--- src/rtl/bist_sequencer.sv ---
// BIST sequencer: applies generator patterns to a combinational CUT, compacts its
// response in an 8-bit SISR and compares it with a golden signature.
// Optional build macro BIST_EXHAUSTIVE_EN: exhaustive 4-bit up-counter generator (16 patterns).
module bist_sequencer #(
  parameter int          PAT_COUNT  = 15,
  parameter int          SETTLE     = 1,
  parameter logic [3:0]  SEED       = 4'b0001,
  parameter logic [7:0]  GOLDEN_SIG = 8'h00
) (
  input  logic       clk,
  input  logic       rst,
  input  logic       start,
  input  logic       cut_out,
  output logic [3:0] cut_in,
  output logic       busy,
  output logic       done,
  output logic       pass,
  output logic [7:0] signature,
  output logic [4:0] pat_idx
);

  typedef enum logic [2:0] {
    st_idle    = 3'd0,
    st_init    = 3'd1,
    st_apply   = 3'd2,
    st_capture = 3'd3,
    st_compare = 3'd4,
    st_done    = 3'd5
  } state_t;

`ifdef BIST_EXHAUSTIVE_EN
  localparam logic [4:0] num_pat  = 5'd16;
  localparam logic [3:0] gen_init = 4'b0000;

  function automatic logic [3:0] gen_next(input logic [3:0] q);
    return q + 4'd1;
  endfunction
`else
  localparam logic [4:0] num_pat  = 5'(PAT_COUNT);
  // An all-zero seed would lock the LFSR, so it is replaced by 0001.
  localparam logic [3:0] gen_init = (SEED == 4'b0000) ? 4'b0001 : SEED;

  function automatic logic [3:0] gen_next(input logic [3:0] q);
    return {q[2:0], q[3] ^ q[2]};
  endfunction
`endif

  localparam logic [3:0] settle_last = 4'(SETTLE - 1);

  function automatic logic [7:0] sisr_next(input logic [7:0] s, input logic d);
    return {s[6:0], s[7] ^ d} ^ (s[7] ? 8'h1C : 8'h00);
  endfunction

  state_t     state_r;
  state_t     next_state_s;
  logic       load_s;
  logic       capture_s;
  logic       compare_s;
  logic       last_pat_s;
  logic       next_busy_s;
  logic [3:0] gen_r;
  logic [3:0] cut_in_r;
  logic [7:0] sisr_r;
  logic [4:0] pat_idx_r;
  logic [3:0] settle_cnt_r;
  logic       pass_r;
  logic       busy_r;
  logic       done_r;

  // State register
  always_ff @(posedge clk) begin
    if (rst) begin
      state_r <= st_idle;
    end else begin
      state_r <= next_state_s;
    end
  end

  // Next-state logic and per-state datapath strobes
  always_comb begin
    next_state_s = state_r;
    load_s       = 1'b0;
    capture_s    = 1'b0;
    compare_s    = 1'b0;
    last_pat_s   = ((pat_idx_r + 5'd1) == num_pat);
    case (state_r)
      st_idle: begin
        if (start) begin
          next_state_s = st_init;
        end else begin
          next_state_s = st_idle;
        end
      end
      st_init: begin
        load_s       = 1'b1;
        next_state_s = st_apply;
      end
      st_apply: begin
        if (settle_cnt_r == settle_last) begin
          next_state_s = st_capture;
        end else begin
          next_state_s = st_apply;
        end
      end
      st_capture: begin
        capture_s = 1'b1;
        if (last_pat_s) begin
          next_state_s = st_compare;
        end else begin
          next_state_s = st_apply;
        end
      end
      st_compare: begin
        compare_s    = 1'b1;
        next_state_s = st_done;
      end
      st_done: begin
        if (start) begin
          next_state_s = st_init;
        end else begin
          next_state_s = st_done;
        end
      end
      default: begin
        next_state_s = st_idle;
      end
    endcase
  end

  // Status flags are registered from the next state so they line up with state_r
  always_comb begin
    next_busy_s = 1'b0;
    case (next_state_s)
      st_init, st_apply, st_capture, st_compare: next_busy_s = 1'b1;
      default:                                   next_busy_s = 1'b0;
    endcase
  end

  // Generator, SISR, counters and result registers
  always_ff @(posedge clk) begin
    if (rst) begin
      gen_r        <= 4'b0000;
      cut_in_r     <= 4'b0000;
      sisr_r       <= 8'h00;
      pat_idx_r    <= 5'd0;
      settle_cnt_r <= 4'd0;
      pass_r       <= 1'b0;
      busy_r       <= 1'b0;
      done_r       <= 1'b0;
    end else begin
      busy_r <= next_busy_s;
      done_r <= (next_state_s == st_done);
      if (load_s) begin
        gen_r        <= gen_init;
        cut_in_r     <= gen_init;
        sisr_r       <= 8'h00;
        pat_idx_r    <= 5'd0;
        settle_cnt_r <= 4'd0;
        pass_r       <= 1'b0;
      end else if (capture_s) begin
        sisr_r       <= sisr_next(sisr_r, cut_out);
        pat_idx_r    <= pat_idx_r + 5'd1;
        gen_r        <= gen_next(gen_r);
        settle_cnt_r <= 4'd0;
        // The last applied pattern stays on the CUT through DONE.
        if (!last_pat_s) begin
          cut_in_r <= gen_next(gen_r);
        end else begin
          cut_in_r <= cut_in_r;
        end
      end else if (state_r == st_apply) begin
        settle_cnt_r <= settle_cnt_r + 4'd1;
      end else if (compare_s) begin
        pass_r <= (sisr_r == GOLDEN_SIG);
      end else begin
        settle_cnt_r <= settle_cnt_r;
      end
    end
  end

  assign cut_in    = cut_in_r;
  assign busy      = busy_r;
  assign done      = done_r;
  assign pass      = pass_r;
  assign signature = sisr_r;
  assign pat_idx   = pat_idx_r;

endmodule

--- config.mk ---
export PLATFORM = sky130hd
export DESIGN_NAME = bist_sequencer
export DESIGN_NICKNAME = d
export VERILOG_FILES = /design/src/rtl/bist_sequencer.sv
export SDC_FILE = /design/constraint.sdc
export NUM_CORES = 1
export LEC_CHECK = 0
export BUFFER_PORTS_ARGS = -buffer_cell sky130_fd_sc_hd__buf_2
export CAP_MARGIN = 15
export CELL_PAD_IN_SITES_DETAIL_PLACEMENT = 2
export CELL_PAD_IN_SITES_GLOBAL_PLACEMENT = 2
export CORE_MARGIN = 4
export CORE_UTILIZATION = 30
export DETAILED_ROUTE_END_ITERATION = 12
export PLACE_DENSITY = 0.81
export SLEW_MARGIN = 30
export SYNTH_ARGS = -nofsm -noshare
export SYNTH_HDL_FRONTEND = slang
export SYNTH_SLANG_ARGS = --single-unit
--- constraint.sdc ---
create_clock -name clk -period 1.53 [get_ports clk]
set_clock_uncertainty 0.2 [all_clocks]
set_input_delay 0.153 -clock clk [delete_from_list [all_inputs] [get_ports clk]]
set_output_delay 0.153 -clock clk [all_outputs]
set_load 0.05 [all_outputs]
==> out/results.ini, run 1 <==
[run_status]
run_status = complete, but fails checks
violations = setup timing

[clock_network]
cts_tree = yes
numCtsBuffers = 5
clk_pin_slew_ns = 0.07
cts_root_buf = clkbuf_8
htree_levels = 2
cts_sinks = 31
clk_latency_ns = 0.29
clk_path_buf_depth = 2

[power]
vdd_drop_max_v = 0.000575
power_density_nw_per_um2 = 992
p_leak_nw = 0.813

[yosys]
synth_area_um2 = 1410
synthFlopType = dfxtp_1
ys_ff_latch = 31
synth_top_family_by_area = compound AO/OA/AOI/OAI gates
syn_avg_cell_area_um2 = 9.49
yosys.area_share.simple = 0.169
synth_compound_area_frac = 0.248
yosysWarnings = 0
yosysMostFrequentCell = dfxtp_1
synth_edf_count = 0
synth_xor_xnor_area_share = 0.0436
synth_fp_nets = 156
muxShareOfSynthArea = 0.0151
syn_inst = 148
ys_top_cells_by_count = 31 x dfxtp_1, 13 x a21oi_1, 10 x a22o_1
synth_area_leader_cell = dfxtp_1
synth_top_cell_area_share = 0.442
synth_cell_type_count = 44
synth-adder-area-share = 0.0356
synth.area.top_cells = dfxtp_1 44%, a22o_1 6.2%, a21oi_1 4.6%
seq_area_frac_synth = 0.442
async_reset_ff_frac = 0

[cells_and_area]
postLayoutCoreUtil = 0.431
syn_to_final_growth_pct = 36.2
num_antenna_cells = 0
finish.instance_area_um2 = 1910
fillers = 472
drive_above_1_share = 0.419
post_layout_nonfiller_instances = 243
fin_nets = 198

[sta]
hold_violations = 0
period_needed_ns = 1.65
holdWs_ns = 0.0320
setup_slack_ns = -0.119
drv_slew = 0
setup_viol = 7
post-route-period-util = 1.08
tns_ns = -0.615
max_freq_mhz = 607
rsz0062_at_grt = yes
slew_headroom = 0.734
tightest_slew_ns = 0.395

[die]
io_pins = 24
die_x_um = 76.4
dieArea_um2 = 5840
core_um2 = 4440
row_count = 24
die_h_um = 76.4
start_util = 0.316

[place]
post-dp-hpwl_mm = 3.17
numPlacedInstances = 233
placed_area_um2 = 1730
portBuffers = 23
place.gp.congestion = 0.781

[drt]
drt-vias-per-instance = 5.31
dr.pass1.iters = 4
wl_per_cell_um = 18.6
vias = 1290
wl_mm = 4.52
postRouteAntennaNets = 0
drc_errors = 0
drtIter0Drc = 47

[worst_hold_path]
holdPathEnd = signature[0]
hp-class = primary input to flop
min_path_cells = 3
holdCritStartpoint = cut_out

[grt]
grt_util_met2 = 0.282
grt_pass1_wl_mm = 7.27
groute.usage.overall = 0.160
grt_util_met1 = 0.179
grt-busiest-layer = met2
grt_overflow = 0
grtUsageMet3 = 0.0437
grt_max_degree = 15
grt_antenna_before_repair = 0
first_global_vias = 1392

[critical_path]
cp_top_family = compound AO/OA/AOI/OAI gates
critPathSlowestCell = dfxtp_4
rr_startpoint = pat_idx[0]
ff2ff_setup_slack_ns = -0.12
cpPeakStageDelay_ns = 0.37
crit_path_cell_trace = ha_4, and4bb_2, o21ai_4, a21o_1, a211oi_2
r2r-end = done
worst_setup_path_end_kind = flop
reg2regPathDepth = 5
arrival_ns = 1.67
path_depth = 5
crit_type = flop to flop
start_kind = flop
crit_buf_inv = 0
worst-path-max-fanout = 4
critPathRequiredTime_ns = 1.55

[job]
maxCapViolCount = 0

[cell families (layout without fill, tap and decap cells)]
logic type / count (synthesis) / in the layout
simple gates: 42 / 42
xor+xnor: 7 / 7
compound gates: 47 / 47
buf+inv: 15 / 58
fa+ha+maj: 4 / 4
mux: 2 / 2
flops: 31 / 31
[how the worst max path moves through the flow]
stage	startpoint	endpoint
6_report	pat_idx[0]	done
5_1_grt	pat_idx[0]	done
4_1_cts	pat_idx[0]	cut_in[0]
3_5_place_dp	pat_idx[0]	done
3_3_place_gp	pat_idx[0]	done
2_1_floorplan	pat_idx[1]	done
[flip-flops by register name (all words and copies together), names as in the netlist]
signal and flops:
pass 1, signature 8, pat_idx 5, cut_in 4, busy 1, done 1, state_r 3, settle_cnt_r 4
gen_r 4
[where the power goes]
part	internal [mW]	switching, mW	total (mW)
clock network	0.527	0.334	0.860
logic	0.0730	0.122	0.195
registers	0.823	0.0209	0.844
total	1.42	0.476	1.90
[worst min-delay path, stage by stage]
cell    delay (ns)
buf_2         0.09
xor2_1        0.05
a22o_1        0.19
[final cells by class]
cell class,instances,area [µm²],share of cell area
clock buffers,6,82.6,0.0431
clock inverters,2,35.0,0.0183
inverters,8,32.5,0.0170
multi-input cells,102,801,0.418
flip-flops and latches,31,634,0.331
well taps,52,65.1,0.0340
repair buffers,42,264,0.138
[cells in the final DEF (no fill, tap or decap), drive strengths merged, types with 4 or more instances in the layout]
cell type  Yosys  layout
a22o          11      11
nor2          10      10
nand3          4       4
dfxtp         31      31
inv            8       8
a211oi         4       4
ha             4       4
o21ai          7       7
a21oi         13      13
xor2           5       5
clkbuf         2       6
nand2          9       9
buf            5      41
[routing by layer]
layer,share of wire,vias up
li1,-,617
met1,0.42,645
met2,0.52,19
met3,0.029,9
met4,0.025,0
met5,0,-
[timing repair]
item	CTS	global route
pin swaps	6	4
gates resized for setup	3	10
setup buffers	1	0
setup endpoints to repair	17	19
hold buffers	1	0
endpoints found under the hold margin	1	0
[metrics by stage]
step | worst slack [ns] | total power, mW
6_report | -0.119 | 1.90
5_1_grt | -0.170 | 1.99
4_1_cts | -0.101 | 1.90
3_5_place_dp | -0.0863 | 1.04
3_3_place_gp | -0.0536 | 1.03
2_1_floorplan | -0.145 | 0.971
No activity file was read; power rests on OpenSTA's default activity.
==> run 2, diff against run 1 <==
Settings changed: ABC_AREA from default to 1, CORE_UTILIZATION 30 to 28.
==> run 2 against run 1 <==
The flow now finishes without violations. Non-clock buffer count fell by 11. First-iteration DRC count rose by 81%. Largest power group is now registers. Final area fell by 6.2%. Setup slack improved by 0.14 ns. Clock power fell by 15%. Via count barely moved. Hold slack got worse by 0.0023 ns.
==> out/results.ini, run 2 <==
[critical_path]
worst-path-max-fanout = 8
start_kind = flop
worst_setup_path_end_kind = flop
rr_startpoint = pat_idx[1]
arrival_ns = 1.50
reg2regPathDepth = 10
critPathRequiredTime_ns = 1.51
ff2ff_setup_slack_ns = 0.02
crit_type = flop to flop
r2r-end = busy

[clock_network]
cts_sinks = 31
clk_pin_slew_ns = 0.07
clk_latency_ns = 0.28
cts_root_buf = clkbuf_8
htree_levels = 2
clk_path_buf_depth = 2
cts_tree = yes
numCtsBuffers = 5
postCtsSetupBuffers = 0

[grt]
grt_overflow = 0
grt_antenna_before_repair = 0
groute.usage.overall = 0.138
grt_pass1_wl_mm = 6.60
first_global_vias = 1380
grt_max_degree = 15

[power]
p_sw_frac = 0.309
intPower_mw = 1.40
p_leak_nw = 0.789
finalPower_mw = 2.02
seqPwrFrac = 0.444
power_density_nw_per_um2 = 1130
vdd_drop_max_v = 0.000304
p_comb_frac = 0.195
switchingPower_mw = 0.624
p_clk_frac = 0.360

[yosys]
ys_ff_latch = 31
async_reset_ff_frac = 0
yosysWarnings = 0
synth_fp_nets = 187
synth.area.top_cells = dfxtp_1 45%, nand2_1 8.9%, inv_1 5.1%
syn_inst = 179
syn_avg_cell_area_um2 = 7.76
synthFlopType = dfxtp_1
yosysMostFrequentCell = nand2_1
synth_area_um2 = 1390
synth_edf_count = 0
seq_area_frac_synth = 0.447
synth_cell_type_count = 25
ys_top_cells_by_count = 33 x nand2_1, 31 x dfxtp_1, 19 x inv_1
synth_top_cell_area_share = 0.447
synth_area_leader_cell = dfxtp_1

[run_status]
run_status = complete, no violations

[die]
die_h_um = 78.4
io_pins = 24
die_x_um = 78.4
dieArea_um2 = 6150
row_count = 25
start_util = 0.292
core_um2 = 4750

[drt]
drc_errors = 0
dr.pass1.iters = 3
postRouteAntennaNets = 0
vias = 1291
wl_mm = 3.83
drt-vias-per-instance = 4.58
drtIter0Drc = 85
wl_per_cell_um = 13.6

[cells_and_area]
syn_to_final_growth_pct = 29.3
post_layout_nonfiller_instances = 282
drive_above_1_share = 0.344
fin_nets = 222
largest_reg_flops = 8
layout_commonest_cell = nand2_1
finish.instance_area_um2 = 1800
final_cell_mix = 31 x nand2_1, 24 x dfxtp_1, 22 x buf_2, 17 x inv_1, 12 x a21oi_1
num_antenna_cells = 0
fillers = 569

[place]
numPlacedInstances = 272
portBuffers = 23
placed_area_um2 = 1640
place.gp.congestion = 0.720
dpl_worst_slack_ns = -0.0251
post-dp-hpwl_mm = 2.75

[sta]
period_needed_ns = 1.51
hold_violations = 0
tightest_slew_ns = 0.328
setup_slack_ns = 0.0176
post-route-period-util = 0.989
drv_slew = 0
rsz0062_at_grt = yes
slew_headroom = 0.781
holdWs_ns = 0.0297
setup_viol = 0
max_freq_mhz = 661

[worst_hold_path]
holdCritStartpoint = rst
holdPathEnd = signature[3]
min_path_cells = 4
hp-class = primary input to flop

[job]
maxCapViolCount = 0

-- run 2: changes by cell type after synthesis, sizes merged, moves of 6 or more --
cell / change
a22o: -11
o22ai: +7
nor2: +6
inv: +20
o21ai: +7
nand2: +28
-- run 2: critical path, cell delays in order (launching register included) --
cell and delay [ns]:
dfxtp_4 0.37, ha_4 0.16, inv_2 0.04, nand2_2 0.07
nand3_2 0.09, inv_2 0.07, nand3_2 0.07, nand2_4 0.13
nand3_2 0.08, nor2_1 0.09, nor2_1 0.04
-- run 2: per-layer routing --
metal	vias to the layer above	GRT usage	share of wire
met1	614	0.165	0.47
met2	23	0.234	0.48
met4	0	0.0472	0.011
met3	4	0.0424	0.034
li1	650	-	-
met5	-	0	0
-- run 2: through the flow --
| stage | utilization | TNS [ns] |
|---|---|---|
| after detailed placement | 0.345 | -0.0494 |
| after floorplan | - | -0.0432 |
| final | 0.378 | 0 |
| after global routing | 0.378 | -0.355 |
| after CTS | 0.374 | 0 |
| after global placement | 0.345 | 0 |
-- run 2: cell type report --
| class | count | area [µm²] | share of cell area |
|---|---|---|---|
| inverters | 28 | 105 | 0.0585 |
| clock buffers | 8 | 100 | 0.0557 |
| flip-flops and latches | 31 | 637 | 0.355 |
| well taps | 67 | 83.8 | 0.0467 |
| repair buffers | 31 | 183 | 0.102 |
| multi-input cells | 117 | 687 | 0.383 |
-- run 2: power by group through the flow --
stage / clock network, mW / logic, mW / registers [mW]
after global placement: 0 / 0.386 / 0.913
after CTS: 0.755 / 0.403 / 0.899
after floorplan: 0 / 0.162 / 1.01
after global routing: 0.802 / 0.444 / 0.904
after detailed placement: 0 / 0.394 / 0.915
final: 0.728 / 0.395 / 0.899
-- run 2: logic make-up (layout without fill, tap and decap cells) --
kind of cell / count (synthesis) / in the layout / synth area share
simple gates: 72 / 72 / 0.248
compound gates: 35 / 35 / 0.140
buf+inv: 31 / 67 / 0.0919
flops: 31 / 31 / 0.447
fa+ha+maj: 4 / 4 / 0.0360
xor+xnor: 6 / 6 / 0.0378
-- run 2: worst max-delay path by stage --
stage,slack (ns),startpoint,to,cells after the start
CTS,0.00002,state_r[2],busy,9
finish,0.02,pat_idx[1],busy,10
detailed placement,-0.03,pat_idx[1],busy,9
floorplan,-0.02,pat_idx[1],busy,10
global placement,0.02,pat_idx[1],busy,9
global route,-0.08,pat_idx[1],busy,10
-- run 2: timing repair --
item	CTS	global route
hold buffers	2	0
hold endpoints to repair	4	0
resized for setup	5	8
pin swaps	2	2
endpoints found under the setup margin	6	21
==> run 3, diff against run 2 <==
Settings changed: CORE_MARGIN 4 to default, CTS_BUF_LIST from default to sky130_fd_sc_hd__clkbuf_16.
==> run 3 against run 2 <==
Register-to-register slack about the same. Wire length up 5.0%. Sequential power up 0.7%. Via count up 4.0%. Global-route usage up 3.0 points. Clock power up 26%. Maximum frequency up 0.84%. Final cell count unchanged. Clock-buffer cell count down 3. Sequential share of layout area down 1.3 points. Critical endpoint unchanged.
==> out/results.ini, run 3 (same netlist as run 2, synthesis figures left out) <==
[run_status]
run_status = complete, no violations

[sta]
period_needed_ns = 1.50
drv_slew = 0
max_freq_mhz = 667
holdWs_ns = 0.0470
hold_violations = 0
setup_viol = 0
rsz0062_at_grt = yes
post-route-period-util = 0.980
tightest_slew_ns = 0.357
tns_ns = 0
setup_slack_ns = 0.0301
slew_headroom = 0.760

[drt]
wl_per_cell_um = 14.3
vias = 1342
postRouteAntennaNets = 0
wl_mm = 4.02
dr.pass1.iters = 3
drtIter0Drc = 16
drc_errors = 0
drt-vias-per-instance = 4.76

[clock_network]
clk_pin_slew_ns = 0.05
clk_path_buf_depth = 2
clk_latency_ns = 0.27
cts_root_buf = clkbuf_16
htree_levels = 2
numCtsBuffers = 5
cts_tree = yes
cts_sinks = 31

[cells_and_area]
layout_commonest_cell = nand2_1
largest_reg_flops = 8
fin_nets = 222
post_layout_nonfiller_instances = 282
num_antenna_cells = 0
fillers = 563
postLayoutCoreUtil = 0.392
finish.instance_area_um2 = 1860
final_cell_mix = 29 x nand2_1, 24 x dfxtp_1, 23 x buf_2, 18 x inv_1
drive_above_1_share = 0.367
syn_to_final_growth_pct = 34.2

[die]
io_pins = 24
dieArea_um2 = 5250
die_h_um = 72.4
row_count = 25
start_util = 0.292
die_x_um = 72.4
core_um2 = 4750

[grt]
first_global_vias = 1381
groute.usage.overall = 0.168
grt_pass1_wl_mm = 6.54
grt_antenna_before_repair = 0
grt_max_degree = 15
grt_overflow = 0

[place]
dpl_worst_slack_ns = -0.0542
numPlacedInstances = 271
post-dp-hpwl_mm = 2.93
place.gp.congestion = 0.749
placed_area_um2 = 1630
portBuffers = 23

[power]
power_density_nw_per_um2 = 1200
finalPower_mw = 2.24
p_leak_nw = 0.816
vdd_drop_max_v = 0.000399

[critical_path]
rr_startpoint = pat_idx[0]
crit_type = flop to flop
worst_setup_path_end_kind = flop
cpPeakStageDelay_ns = 0.36
ff2ff_setup_slack_ns = 0.03
reg2regPathDepth = 9
arrival_ns = 1.47
start_kind = flop
crit_path_cell_trace = ha_4, nand3_2, nand2_1, nand2_1, nand3_4, nand2_8, nand3_2, nor2_2, nor2_1
r2r-end = busy
worst-path-max-fanout = 8
critPathRequiredTime_ns = 1.50
critPathSlowestCell = dfxtp_4

[worst_hold_path]
holdPathEnd = pat_idx[0]
holdCritStartpoint = rst
hp-class = primary input to flop
min_path_cells = 4

[job]
maxCapViolCount = 0

## run 3: timing repair
action	in CTS	in global routing
gates resized for setup	3	17
endpoints found under the hold margin	4	0
buffers inserted	1	0
endpoints found under the setup margin	5	17
hold buffers	2	0
pin swaps	1	2
## run 3: final cells by class
cell class                 count  area, µm²  area share
multi-input combinational    117        721       0.387
inverter                      28        105      0.0564
sequential                    31        637       0.342
timing repair buffer          31        180      0.0966
clock buffer                   5        125      0.0671
tap                           67       83.8      0.0450
clock inverter                 3       12.5     0.00671
## run 3: worst max path at each step
stage	startpoint	endpoint	slack, ns	cells after the start
floorplan	pat_idx[1]	busy	-0.02	10
CTS	state_r[2]	busy	0.0003	9
detailed placement	pat_idx[0]	cut_in[3]	-0.05	8
global placement	pat_idx[0]	busy	0.003	9
global route	pat_idx[0]	busy	-0.07	10
finish	pat_idx[0]	busy	0.03	9
## run 3: critical path, delay by kind of cell (launching register included)
| kind | cells | cell delay (ns) |
|---|---|---|
| and+or+nand+nor | 8 | 0.65 |
| adders and majority gates | 1 | 0.18 |
| DFF | 1 | 0.36 |
## run 3: report_power, final
group / switching, mW / internal, mW / leakage, nW
clock: 0.331 / 0.586 / 0.0762
sequential: 0.0470 / 0.859 / 0.255
combinational: 0.278 / 0.135 / 0.484
## run 3: routing by layer
layer | share of wire | vias to the layer above | GRT usage
li1 | - | 656 | -
met1 | 0.44 | 657 | 0.190
met2 | 0.52 | 23 | 0.294
met3 | 0.030 | 6 | 0.0514
met4 | 0.014 | 0 | 0.0654
met5 | 0 | - | 0
